==> config.mk <==
export PLATFORM = sky130hd
export DESIGN_NAME = uart_rx_flat
export DESIGN_NICKNAME = d
export VERILOG_FILES = /design/src/rtl/uart_rx_pkg.sv /design/src/rtl/uart_rx_if.sv /design/src/rtl/uart_rx_sync_2ff.sv /design/src/rtl/uart_rx.sv /design/src/flat_wrapper.sv
export SDC_FILE = /design/constraint.sdc
export NUM_CORES = 1
export LEC_CHECK = 0
export BUFFER_PORTS_ARGS = -buffer_cell sky130_fd_sc_hd__buf_2
export CAP_MARGIN = 10
export CORE_UTILIZATION = 58
export CTS_CLUSTER_DIAMETER = 120
export DETAILED_ROUTE_END_ITERATION = 10
export PLACE_DENSITY = 0.89
export SLEW_MARGIN = 0
export SYNTH_ARGS = -nofsm -noshare
export SYNTH_HDL_FRONTEND = slang
export SYNTH_SLANG_ARGS = --single-unit
==> constraint.sdc <==
create_clock -name clock -period 2.6 [get_ports clock]
set_input_delay 0.52 -clock clock [delete_from_list [all_inputs] [get_ports clock]]
set_output_delay 0.52 -clock clock [all_outputs]
set_load 0.03 [all_outputs]
==> src/rtl/uart_rx_pkg.sv <==
// Shared UART definitions: state encodings, oversampling rate and stop-bit
// tick counts, plus a helper that right-justifies the receive shift register.
// The transmitter and baud generator use the same constants.
package uart_rx_pkg;

  localparam int OVERSAMPLE = 16;

  // Oversampling ticks spent in the stop period.
  localparam int SB_1   = 16;  // 1 stop bit
  localparam int SB_1_5 = 24;  // 1.5 stop bits
  localparam int SB_2   = 32;  // 2 stop bits

  typedef enum logic [2:0] {
    IDLE   = 3'd0,
    START  = 3'd1,
    DATA   = 3'd2,
    PARITY = 3'd3,
    STOP   = 3'd4
  } uart_state_e;

  // Data bits are shifted in from the top, LSB first, so after dbit shifts
  // the word occupies b[7 -: dbit]. Shifting down drops any stale low bits
  // left from a previous frame and zero-fills the unused upper bits.
  function automatic logic [7:0] right_justify(input logic [7:0] b, input int dbit);
    return b >> (8 - dbit);
  endfunction

endpackage

==> src/rtl/uart_rx_if.sv <==
// Receiver-side bus between the baud generator / rx pin and the receive
// buffer.
//   s_tick       : 16x baud oversampling pulse
//   rx           : asynchronous serial line, idle high
//   dout         : received word, LSB-aligned
//   rx_done_tick : one-clock frame-complete pulse (buffer set_flag)
//   frame_err    : stop bit sampled low in the last frame
//   parity_err   : parity mismatch in the last frame
// master drives the line and ticks; slave is the receiver.
interface uart_rx_if;
  logic       s_tick;
  logic       rx;
  logic [7:0] dout;
  logic       rx_done_tick;
  logic       frame_err;
  logic       parity_err;

  modport master (output s_tick, rx, input dout, rx_done_tick, frame_err, parity_err);
  modport slave  (input s_tick, rx, output dout, rx_done_tick, frame_err, parity_err);
endinterface

==> src/rtl/uart_rx_sync_2ff.sv <==
// sync_2ff: 1-bit two-flop synchronizer for an asynchronous input.
// Both flops reset to 1 so an idle-high line never shows a false edge.
//   clock : system clock
//   reset : asynchronous active-low reset
//   d_i   : asynchronous input
//   q_o   : synchronized output
module sync_2ff (
  input  logic clock,
  input  logic reset,
  input  logic d_i,
  output logic q_o
);

  logic meta_q;
  logic sync_q;

  // NOTE: sequential state uses non-blocking assignments so every flop
  // samples the pre-edge value of its source; blocking here would collapse
  // the two stages into one.
  always_ff @(posedge clock or negedge reset) begin
    if (!reset) begin
      meta_q <= 1'b1;
      sync_q <= 1'b1;
    end else begin
      meta_q <= d_i;
      sync_q <= meta_q;
    end
  end

  assign q_o = sync_q;

endmodule

==> src/rtl/uart_rx.sv <==
// uart_rx: 16x-oversampled UART receiver. Reassembles one LSB-first frame
// (start, DBIT data, optional parity, stop) and presents it with a
// one-clock rx_done_tick plus framing and parity error flags.
//   clock  : system clock
//   reset  : asynchronous active-low reset
//   rx_bus : slave side of uart_rx_if (s_tick, rx in; dout, flags out)
module uart_rx
  import uart_rx_pkg::*;
#(
  parameter int DBIT       = 8,     // 5..8
  parameter int SB_TICK    = SB_1,  // 16, 24 or 32
  parameter int PARITY_EN  = 0,
  parameter int PARITY_ODD = 0
) (
  input  logic     clock,
  input  logic     reset,
  uart_rx_if.slave rx_bus
);

  logic        rx_s;
  uart_state_e state_q, state_d;
  logic [4:0]  s_q, s_d;         // oversampling tick counter
  logic [2:0]  n_q, n_d;         // data bit counter
  logic [7:0]  b_q, b_d;         // receive shift register
  logic        armed_q, armed_d; // line seen high since the last frame
  logic        p_err_q, p_err_d;
  logic [7:0]  dout_q, dout_d;
  logic        frame_err_q, frame_err_d;
  logic        parity_err_q, parity_err_d;
  logic        done_q, done_d;
  logic [7:0]  data_w;

  sync_2ff u_sync (
    .clock (clock),
    .reset (reset),
    .d_i   (rx_bus.rx),
    .q_o   (rx_s)
  );

  assign data_w = right_justify(b_q, DBIT);

  always_ff @(posedge clock or negedge reset) begin
    if (!reset) begin
      state_q      <= IDLE;
      s_q          <= '0;
      n_q          <= '0;
      b_q          <= '0;
      armed_q      <= 1'b0;
      p_err_q      <= 1'b0;
      dout_q       <= '0;
      frame_err_q  <= 1'b0;
      parity_err_q <= 1'b0;
      done_q       <= 1'b0;
    end else begin
      state_q      <= state_d;
      s_q          <= s_d;
      n_q          <= n_d;
      b_q          <= b_d;
      armed_q      <= armed_d;
      p_err_q      <= p_err_d;
      dout_q       <= dout_d;
      frame_err_q  <= frame_err_d;
      parity_err_q <= parity_err_d;
      done_q       <= done_d;
    end
  end

  always_comb begin
    // NOTE: every signal gets a hold/default value before the case so no
    // path leaves one unassigned, which would infer a latch.
    state_d      = state_q;
    s_d          = s_q;
    n_d          = n_q;
    b_d          = b_q;
    armed_d      = armed_q;
    p_err_d      = p_err_q;
    dout_d       = dout_q;
    frame_err_d  = frame_err_q;
    parity_err_d = parity_err_q;
    done_d       = 1'b0;

    unique case (state_q)
      IDLE: begin
        if (rx_s) armed_d = 1'b1;
        if (armed_q && !rx_s) begin
          state_d = START;
          s_d     = '0;
        end
      end
      START: if (rx_bus.s_tick) begin
        if (s_q == 5'd7) begin
          // Middle of the start bit: a line back high here was a glitch.
          if (!rx_s) begin
            state_d = DATA;
            s_d     = '0;
            n_d     = '0;
          end else begin
            state_d = IDLE;
          end
        end else begin
          s_d = s_q + 5'd1;
        end
      end
      DATA: if (rx_bus.s_tick) begin
        if (s_q == 5'd15) begin
          s_d = '0;
          b_d = {rx_s, b_q[7:1]};
          if (n_q == 3'(DBIT - 1)) state_d = (PARITY_EN != 0) ? PARITY : STOP;
          else                     n_d = n_q + 3'd1;
        end else begin
          s_d = s_q + 5'd1;
        end
      end
      PARITY: if (rx_bus.s_tick) begin
        if (s_q == 5'd15) begin
          s_d     = '0;
          p_err_d = (^data_w) ^ rx_s ^ 1'(PARITY_ODD);
          state_d = STOP;
        end else begin
          s_d = s_q + 5'd1;
        end
      end
      STOP: if (rx_bus.s_tick) begin
        if (s_q == 5'(SB_TICK - 1)) begin
          dout_d       = data_w;
          frame_err_d  = ~rx_s;
          parity_err_d = p_err_q;
          done_d       = 1'b1;
          state_d      = IDLE;
          // A line still low (break) must return high before re-arming.
          armed_d      = rx_s;
        end else begin
          s_d = s_q + 5'd1;
        end
      end
      default: state_d = IDLE;
    endcase
  end

  assign rx_bus.dout         = dout_q;
  assign rx_bus.rx_done_tick = done_q;
  assign rx_bus.frame_err    = frame_err_q;
  assign rx_bus.parity_err   = parity_err_q;

endmodule
==> src/flat_wrapper.sv <==
// flat-port wrapper written by rule: the top's interface ports become plain ports
module uart_rx_flat import uart_rx_pkg::*;
#(
  parameter int DBIT       = 8,            
  parameter int SB_TICK    = SB_1,                 
  parameter int PARITY_EN  = 0,
  parameter int PARITY_ODD = 0
)
  (clock, reset, rx_bus_s_tick, rx_bus_rx, rx_bus_dout, rx_bus_rx_done_tick, rx_bus_frame_err, rx_bus_parity_err);
  uart_rx_if rx_bus_i ();
  input  logic clock;
  input  logic reset;
  input wire logic [$bits(rx_bus_i.s_tick)-1:0] rx_bus_s_tick;
  input wire logic [$bits(rx_bus_i.rx)-1:0] rx_bus_rx;
  output wire logic [$bits(rx_bus_i.dout)-1:0] rx_bus_dout;
  output wire logic [$bits(rx_bus_i.rx_done_tick)-1:0] rx_bus_rx_done_tick;
  output wire logic [$bits(rx_bus_i.frame_err)-1:0] rx_bus_frame_err;
  output wire logic [$bits(rx_bus_i.parity_err)-1:0] rx_bus_parity_err;
  assign rx_bus_i.s_tick = rx_bus_s_tick;
  assign rx_bus_i.rx = rx_bus_rx;
  assign rx_bus_dout = rx_bus_i.dout;
  assign rx_bus_rx_done_tick = rx_bus_i.rx_done_tick;
  assign rx_bus_frame_err = rx_bus_i.frame_err;
  assign rx_bus_parity_err = rx_bus_i.parity_err;
  uart_rx #(.DBIT(DBIT), .SB_TICK(SB_TICK), .PARITY_EN(PARITY_EN), .PARITY_ODD(PARITY_ODD)) u_core (.clock(clock), .reset(reset), .rx_bus(rx_bus_i));
endmodule
# After elaboration in Yosys (flattened, before gate mapping)
# Index checks and enable logic that the tools add are counted.
# totals
regBits	34
word_cells	89
output_inout_bits	11
inputBits	4
# classes
n_reduce_logical	15
n_eq_ne	23
n_bitwise	2
n_mux	35
addsub	2
# ops
op	count
3-bit two-way mux	16
5-bit two-way mux	8
5-bit one-hot mux with 4 select lines	1
2-bit != test, second input constant	8
3-bit one-hot mux with 5 select lines	1
2-bit by 1-bit != test with 1-bit output, second input constant	7
7-bit AND reduction	2
10-bit AND reduction	1
3-bit AND reduction	3
8-bit parity	1
3-bit by 2-bit == test with 1-bit output, second input constant	2
3-bit == test, second input constant	2
1-bit two-way mux	6
3-bit one-hot mux with 2 select lines	1
5-bit by 1-bit adder with 5-bit output, second input constant	1
5-bit by 3-bit == test with 1-bit output, second input constant	1
5-bit by 4-bit == test with 1-bit output, second input constant	1
4-bit AND reduction	1
2-bit nonzero test	2
4-bit nonzero test	1
3-bit by 1-bit adder with 3-bit output, second input constant	1
3-bit by 1-bit == test with 1-bit output, second input constant	1
3-bit logical NOT	1
3-bit != test, second input constant	1
7 further kinds	7

# Depth between registers and ports, before layout
# logic_depth
word_depth	5
ltp_mapped	8
ltp_nobuf	8

# Modules after synthesis
# From an unflattened synthesis, not the netlist that was laid out.
# unflattened
hier_cells	145
area_unflattened_um2	1672.9
# modules_own_cells
module	seq_area_each_um2	cells_per_inst	area_each_um2	instances
uart_rx	800.8	143	1620.3	1
sync_2ff	52.6	2	52.6	1

# Least setup slack after synthesis
# No wires, ideal clock.
# synth_timing
kind	register -> register
start	reg u_core.s_q[0]
end	reg u_core.s_q[3]
path_slack_ns	0.526
setup_ns	0.066
stages_incl_launch_ff	9
arrival_time_ns	2.008
synth_period_minus_slack_ns	2.074
path_buffers	0
required_time_ns	2.534
path_cell_list	dfrtp_1 ha_1 and3_1 ha_1 o31a_1 a31oi_2 nand3_2 or4_1 nand2_1
# synth_via
elab_chain_cells	4
word_cells_on_any_way	13
classes_between	add/sub: 1; eq/ne: 4; mux: 7; reduce/logical: 1
# synth_rtl
element	line	text
from (decl)	uart_rx.sv:22	logic [4:0] s_q, s_d;
from (signal assigned)	uart_rx.sv:45	s_q <= '0;
from (signal assigned)	uart_rx.sv:56	s_q <= s_d;
5-bit by 1-bit adder with 5-bit output, or another cell as far along	--	
5-bit two-way mux, on equally long branches	--	
5-bit two-way mux, on equally long branches	uart_rx.sv:123, uart_rx.sv:90, uart_rx.sv:114	
5-bit one-hot mux with 4 select lines	uart_rx.sv:82	unique case (state_q)
# Parallel ways exist; a longest one is shown, timed or not. The select of a mux whose other input is x is not followed.
# A chain may end at the register's enable or synchronous reset.

# Worst setup path in the final report
# Same ends and word-level chain as after synthesis.

==> results.env <==
FINALINSTANCEAREA_SQ_MM=0.00187
CRITPATHMAXSTAGEDELAY_NS=0.43
YOSYSWARNINGCOUNT=0
SYNTHDISTINCTLIBCELLS=42
SYNTH.MUX.AREA_FRACTION_PCT=14.5
CLK_PATH_BUF_DEPTH=2
POST_SYNTH_AND_OR_NAND_NOR_AREA_FRACTION_PCT=14.7
LAYOUT.CORE_UTILIZATION_PCT=67.4
POSTSYNTH.ASYNCRESETSHARE_PCT=100
CRITICAL_PATH.TOP_DELAY_FAMILY='simple AND/OR/NAND/NOR gates'
POST_LAYOUT_NONFILLER_INSTANCES=194
WORST_HOLD_PATH_TYPE='input pin to asynchronous set/reset pin'
FINAL.FILL_COUNT=204
SYNTH_CELLS=144
FINAL.SETUP.WORST_SLACK_NS=0.319
GLOBAL_ROUTE.USAGE.TOTAL_PCT=21.7
TIMING.FINAL.MAX_SLEW_VIOLATIONS=0
PLACEABLECOREAREA_SQ_MM=0.00278
WORST-SLEW-PIN-TRANSITION_NS=0.735
LARGEST_FAMILY_OF_LOGIC_CELLS_BY_SYNTHESIZED_AREA='simple AND/OR/NAND/NOR gates'
SYNTH_COMPOUND_AREA_SHARE_PCT=9.10
GRT_PASS1_VIAS=1124
FIN_SETUP_TNS_NS=0
INTERNAL_POWER_uW=974
DETAIL_ROUTE.VIAS_PER_CELL=5.79
SYNTH_XOR_XNOR_AREA_SHARE_PCT=4.62
CLOCK_LATENCY_NS=0.33
FINALWIRELENGTH_UM=2970
ROUTE.DETAILED.DRC=0
GRT_SETUP_UNREPAIRED='no'
SYNTH-SEQ-AREA-SHARE_PCT=50.0
SYN_TO_FINAL_GROWTH_PCT=9.90
CP.REQUIRED_NS=2.87
ANTENNA_LEFT=0
CELLPOWERDENSITY_mW_PER_MM2=768
CTS_RESIZED=0
DP_WORST_SETUP_SLACK_NS=0.393
P_SEQ_SHARE_PCT=46.1
VDD.IR_DROP.WORST_mV=0.564
LARGEST_NET_DEGREE_AT_THE_START_OF_GLOBAL_ROUTING=35
CRIT_PATH_FREQUENT_CELL='sky130_fd_sc_hd__ha_1'
POST_SYNTH_INSTANCE_AREA_SQ_MM=0.00171
DRT_ITER0_MARKERS=27
SHARE_CLK_OF_TOTAL_POWER_PCT=25.7
SETUP-VIOLATIONS-FINAL=0
SYNTH.AVG_CELL_AREA_SQ_UM=11.8
FINALWEIGHTEDCONGESTION=0.908
PORTBUFFERS=14
FIN_SKEW_NS=0.00479
SYNTH.TOP_CELLS.BY_COUNT='32 x sky130_fd_sc_hd__dfrtp_1, 21 x sky130_fd_sc_hd__mux2_2, 8 x sky130_fd_sc_hd__nor2_1, 8 x sky130_fd_sc_hd__xnor2_1, 7 x sky130_fd_sc_hd__nand2_1'
WORST_SLEW_MARGIN_REL_PCT=51.0
FLOORPLAN.INITIALDENSITY_PCT=61.3
IOS=15
YS.FLOP_TYPE='sky130_fd_sc_hd__dfrtp_1'
GRT_FIRST_PASS_WIRELENGTH_UM=5060
CAP_VIOLATIONS=0
SYNTH_MOST_COMMON_CELL='sky130_fd_sc_hd__dfrtp_1'
COMB_POWER_SHARE_PCT=28.2
CTS_TREE='yes'
CRIT_PATH_END_KIND='register'
R2R_SLACK_NS=0.32
DIE_X_UM=56.2
FIRST_PASS_ITERS=4
CLK_PIN_SLEW_NS=0.10
CRITPATHARRIVALTIME_NS=2.56
POST-CTS-SETUP-BUFFER-COUNT=0
SYNTH_TOP_CELLS_BY_AREA='sky130_fd_sc_hd__dfrtp_1 47%, sky130_fd_sc_hd__mux2_2 14%, sky130_fd_sc_hd__ha_1 4.4%, sky130_fd_sc_hd__xnor2_1 4.1%, sky130_fd_sc_hd__dfstp_2 3.1%'
DETAILROUTE.VIA_COUNT=1123
FINAL_NET_COUNT=172
DETAILEDPLACEMENTHPWL_UM=2050
FINALHOLDVIOLCOUNT=0
WORST_PATH_MAX_DELAY_CELL='sky130_fd_sc_hd__dfrtp_1'
STARTPOINT_TYPE='register'
AREA_ENCLOSED_BY_THE_DIE_BOUNDARY_SQ_MM=0.00316
ANTENNA_CELLS=0
SHARE_OF_POST_ROUTE_CELLS_WITH_DRIVE_STRENGTH_ABOVE_1_PCT=31.9
SYNTH-EDFF-COUNT=0
H-TREE-DEPTH=2
NUMCLOCKSINKS=34
ROOT_BUFFER='sky130_fd_sc_hd__clkbuf_4'
POWER.SWITCHING_FRACTION_PCT=32.3
GRT_ANTENNA_BEFORE_REPAIR=0
CRIT_FANOUT=6
SYNTH_NETS=154
DP.CELLS=186
DIE_H_UM=56.2
PATH_CELLS='ha_1 -> and3_1 -> ha_1 -> o31a_1 -> a31oi_2 -> nand3_2 -> or4_1 -> nand2_1'
SYNTH.LARGEST_AREA_CELL='sky130_fd_sc_hd__dfrtp_1'
WORST-SETUP-PATH-TYPE='register to register'
FINALCRITICALPERIOD_NS=2.28
SYNTH.FF_LATCH_COUNT=34
GLOBALROUTE.TOTALOVERFLOW=0
FINAL.PERIOD_UTILIZATION_PCT=87.7
NET-SWITCHING-POWER_uW=465
CTS_HOLD_REPAIR.BUFFERS=0
FMAX_GHz=0.438
CTS_MADE_BUFFERS=5
WORST-PATH-BUF-INV=0
FP-ROW-COUNT=19
STATUS='finished clean'
P_LEAK_uW=0.000925
FINAL_ROUTED_WIRE_LENGTH_DIVIDED_BY_CELL_COUNT_UM=15.3
DETAILED_PLACE.AREA_SQ_MM=0.00180
SYNTH-ADDER-AREA-SHARE_PCT=4.40
YOSYS.AREA.TOP_TYPE_SHARE_PCT=47.0
## area by class of cell
class,count,area [sq um],share of cell area [%]
sequential,34,853,45.5
multi-input combinational,101,807,43.1
timing repair buffer,16,85.1,4.54
clock buffer,7,45.0,2.40
tap,31,38.8,2.07
clock inverter,1,30.0,1.60
inverter,4,15.0,0.801
## through the flow
| stage | hold slack (ns) | total power [uW] |
|---|---|---|
| after floorplan | 0.224 | 994 |
| after global placement | 0.347 | 1040 |
| after detailed placement | 0.350 | 1070 |
| after CTS | 0.248 | 1460 |
| after global routing | 0.245 | 1540 |
| final | 0.235 | 1440 |
## layout by cell type, fill, tap and decap left out, types with 2 or more instances in the layout
cell type                   n
sky130_fd_sc_hd__nand3_1    3
sky130_fd_sc_hd__nor3_1     3
sky130_fd_sc_hd__nor2b_1    3
sky130_fd_sc_hd__clkbuf_1   2
sky130_fd_sc_hd__nand2_1    7
sky130_fd_sc_hd__dfrtp_1   32
sky130_fd_sc_hd__dfstp_2    2
sky130_fd_sc_hd__a22o_1     3
sky130_fd_sc_hd__inv_1      4
sky130_fd_sc_hd__or3_1      2
sky130_fd_sc_hd__clkbuf_4   5
sky130_fd_sc_hd__nor2_1     8
sky130_fd_sc_hd__ha_1       6
sky130_fd_sc_hd__o21ai_0    5
sky130_fd_sc_hd__xnor2_1    8
sky130_fd_sc_hd__nand2b_1   2
sky130_fd_sc_hd__and3_1     2
sky130_fd_sc_hd__mux2_2    21
sky130_fd_sc_hd__a211oi_1   2
sky130_fd_sc_hd__a21oi_1    4
sky130_fd_sc_hd__buf_4      2
sky130_fd_sc_hd__buf_2     14
sky130_fd_sc_hd__nor3b_1    2
## flip-flops by register name (all words and copies together) (netlist names)
register,count
u_core.s_q,5
u_core.rx_bus.dout,8
u_core.armed_q,1
u_core.u_sync.q_o,1
u_core.rx_bus.frame_err,1
u_core.rx_bus.parity_err,1
u_core.p_err_q,1
u_core.rx_bus.rx_done_tick,1
u_core.n_q,3
u_core.u_sync.meta_q,1
u_core.state_q,3
u_core.b_q,8
## layer usage
layer / global-route usage (%) / routed length, um
met5: 0 / 0
met4: 9.41 / 57
met3: 5.58 / 81
met2: 36.1 / 1490
met1: 26.7 / 1330
## logic make-up after synthesis
family / Yosys count
buf+inv: 9
simple gates: 42
fa+ha+maj: 6
mux: 22
flops: 34
xor+xnor: 9
compound gates: 22
## worst paths after layout
kind                                            from               endpoint  depth (start not counted)
worst max-delay path                   u_core.s_q[0]          u_core.s_q[3]                          8
worst min-delay path                           reset      u_core.state_q[0]                          1
worst max register to register         u_core.s_q[0]          u_core.s_q[3]                          8
worst min register to register  u_core.u_sync.meta_q      u_core.u_sync.q_o                          0
max in group asynchronous                      reset  u_core.rx_bus.dout[2]                          1
min in group clock                         rx_bus_rx   u_core.u_sync.meta_q                          1
## power by group through the flow
stage          Combinational (uW)  Sequential (uW)  Clock, uW
2_1_floorplan                 374              619          0
3_3_place_gp                  379              666          0
3_5_place_dp                  400              672          0
4_1_cts                       409              661        386
5_1_grt                       457              673        407
6_report                      406              664        369
## worst register-to-register path, stage by stage (launching register included)
cell and delay [ns]:
sky130_fd_sc_hd__dfrtp_1 0.43, sky130_fd_sc_hd__ha_1 0.27, sky130_fd_sc_hd__and3_1 0.23, sky130_fd_sc_hd__ha_1 0.20, sky130_fd_sc_hd__o31a_1 0.24, sky130_fd_sc_hd__a31oi_2 0.21, sky130_fd_sc_hd__nand3_2 0.15, sky130_fd_sc_hd__or4_1 0.43
sky130_fd_sc_hd__nand2_1 0.08
(Power assumes the default switching activity.)
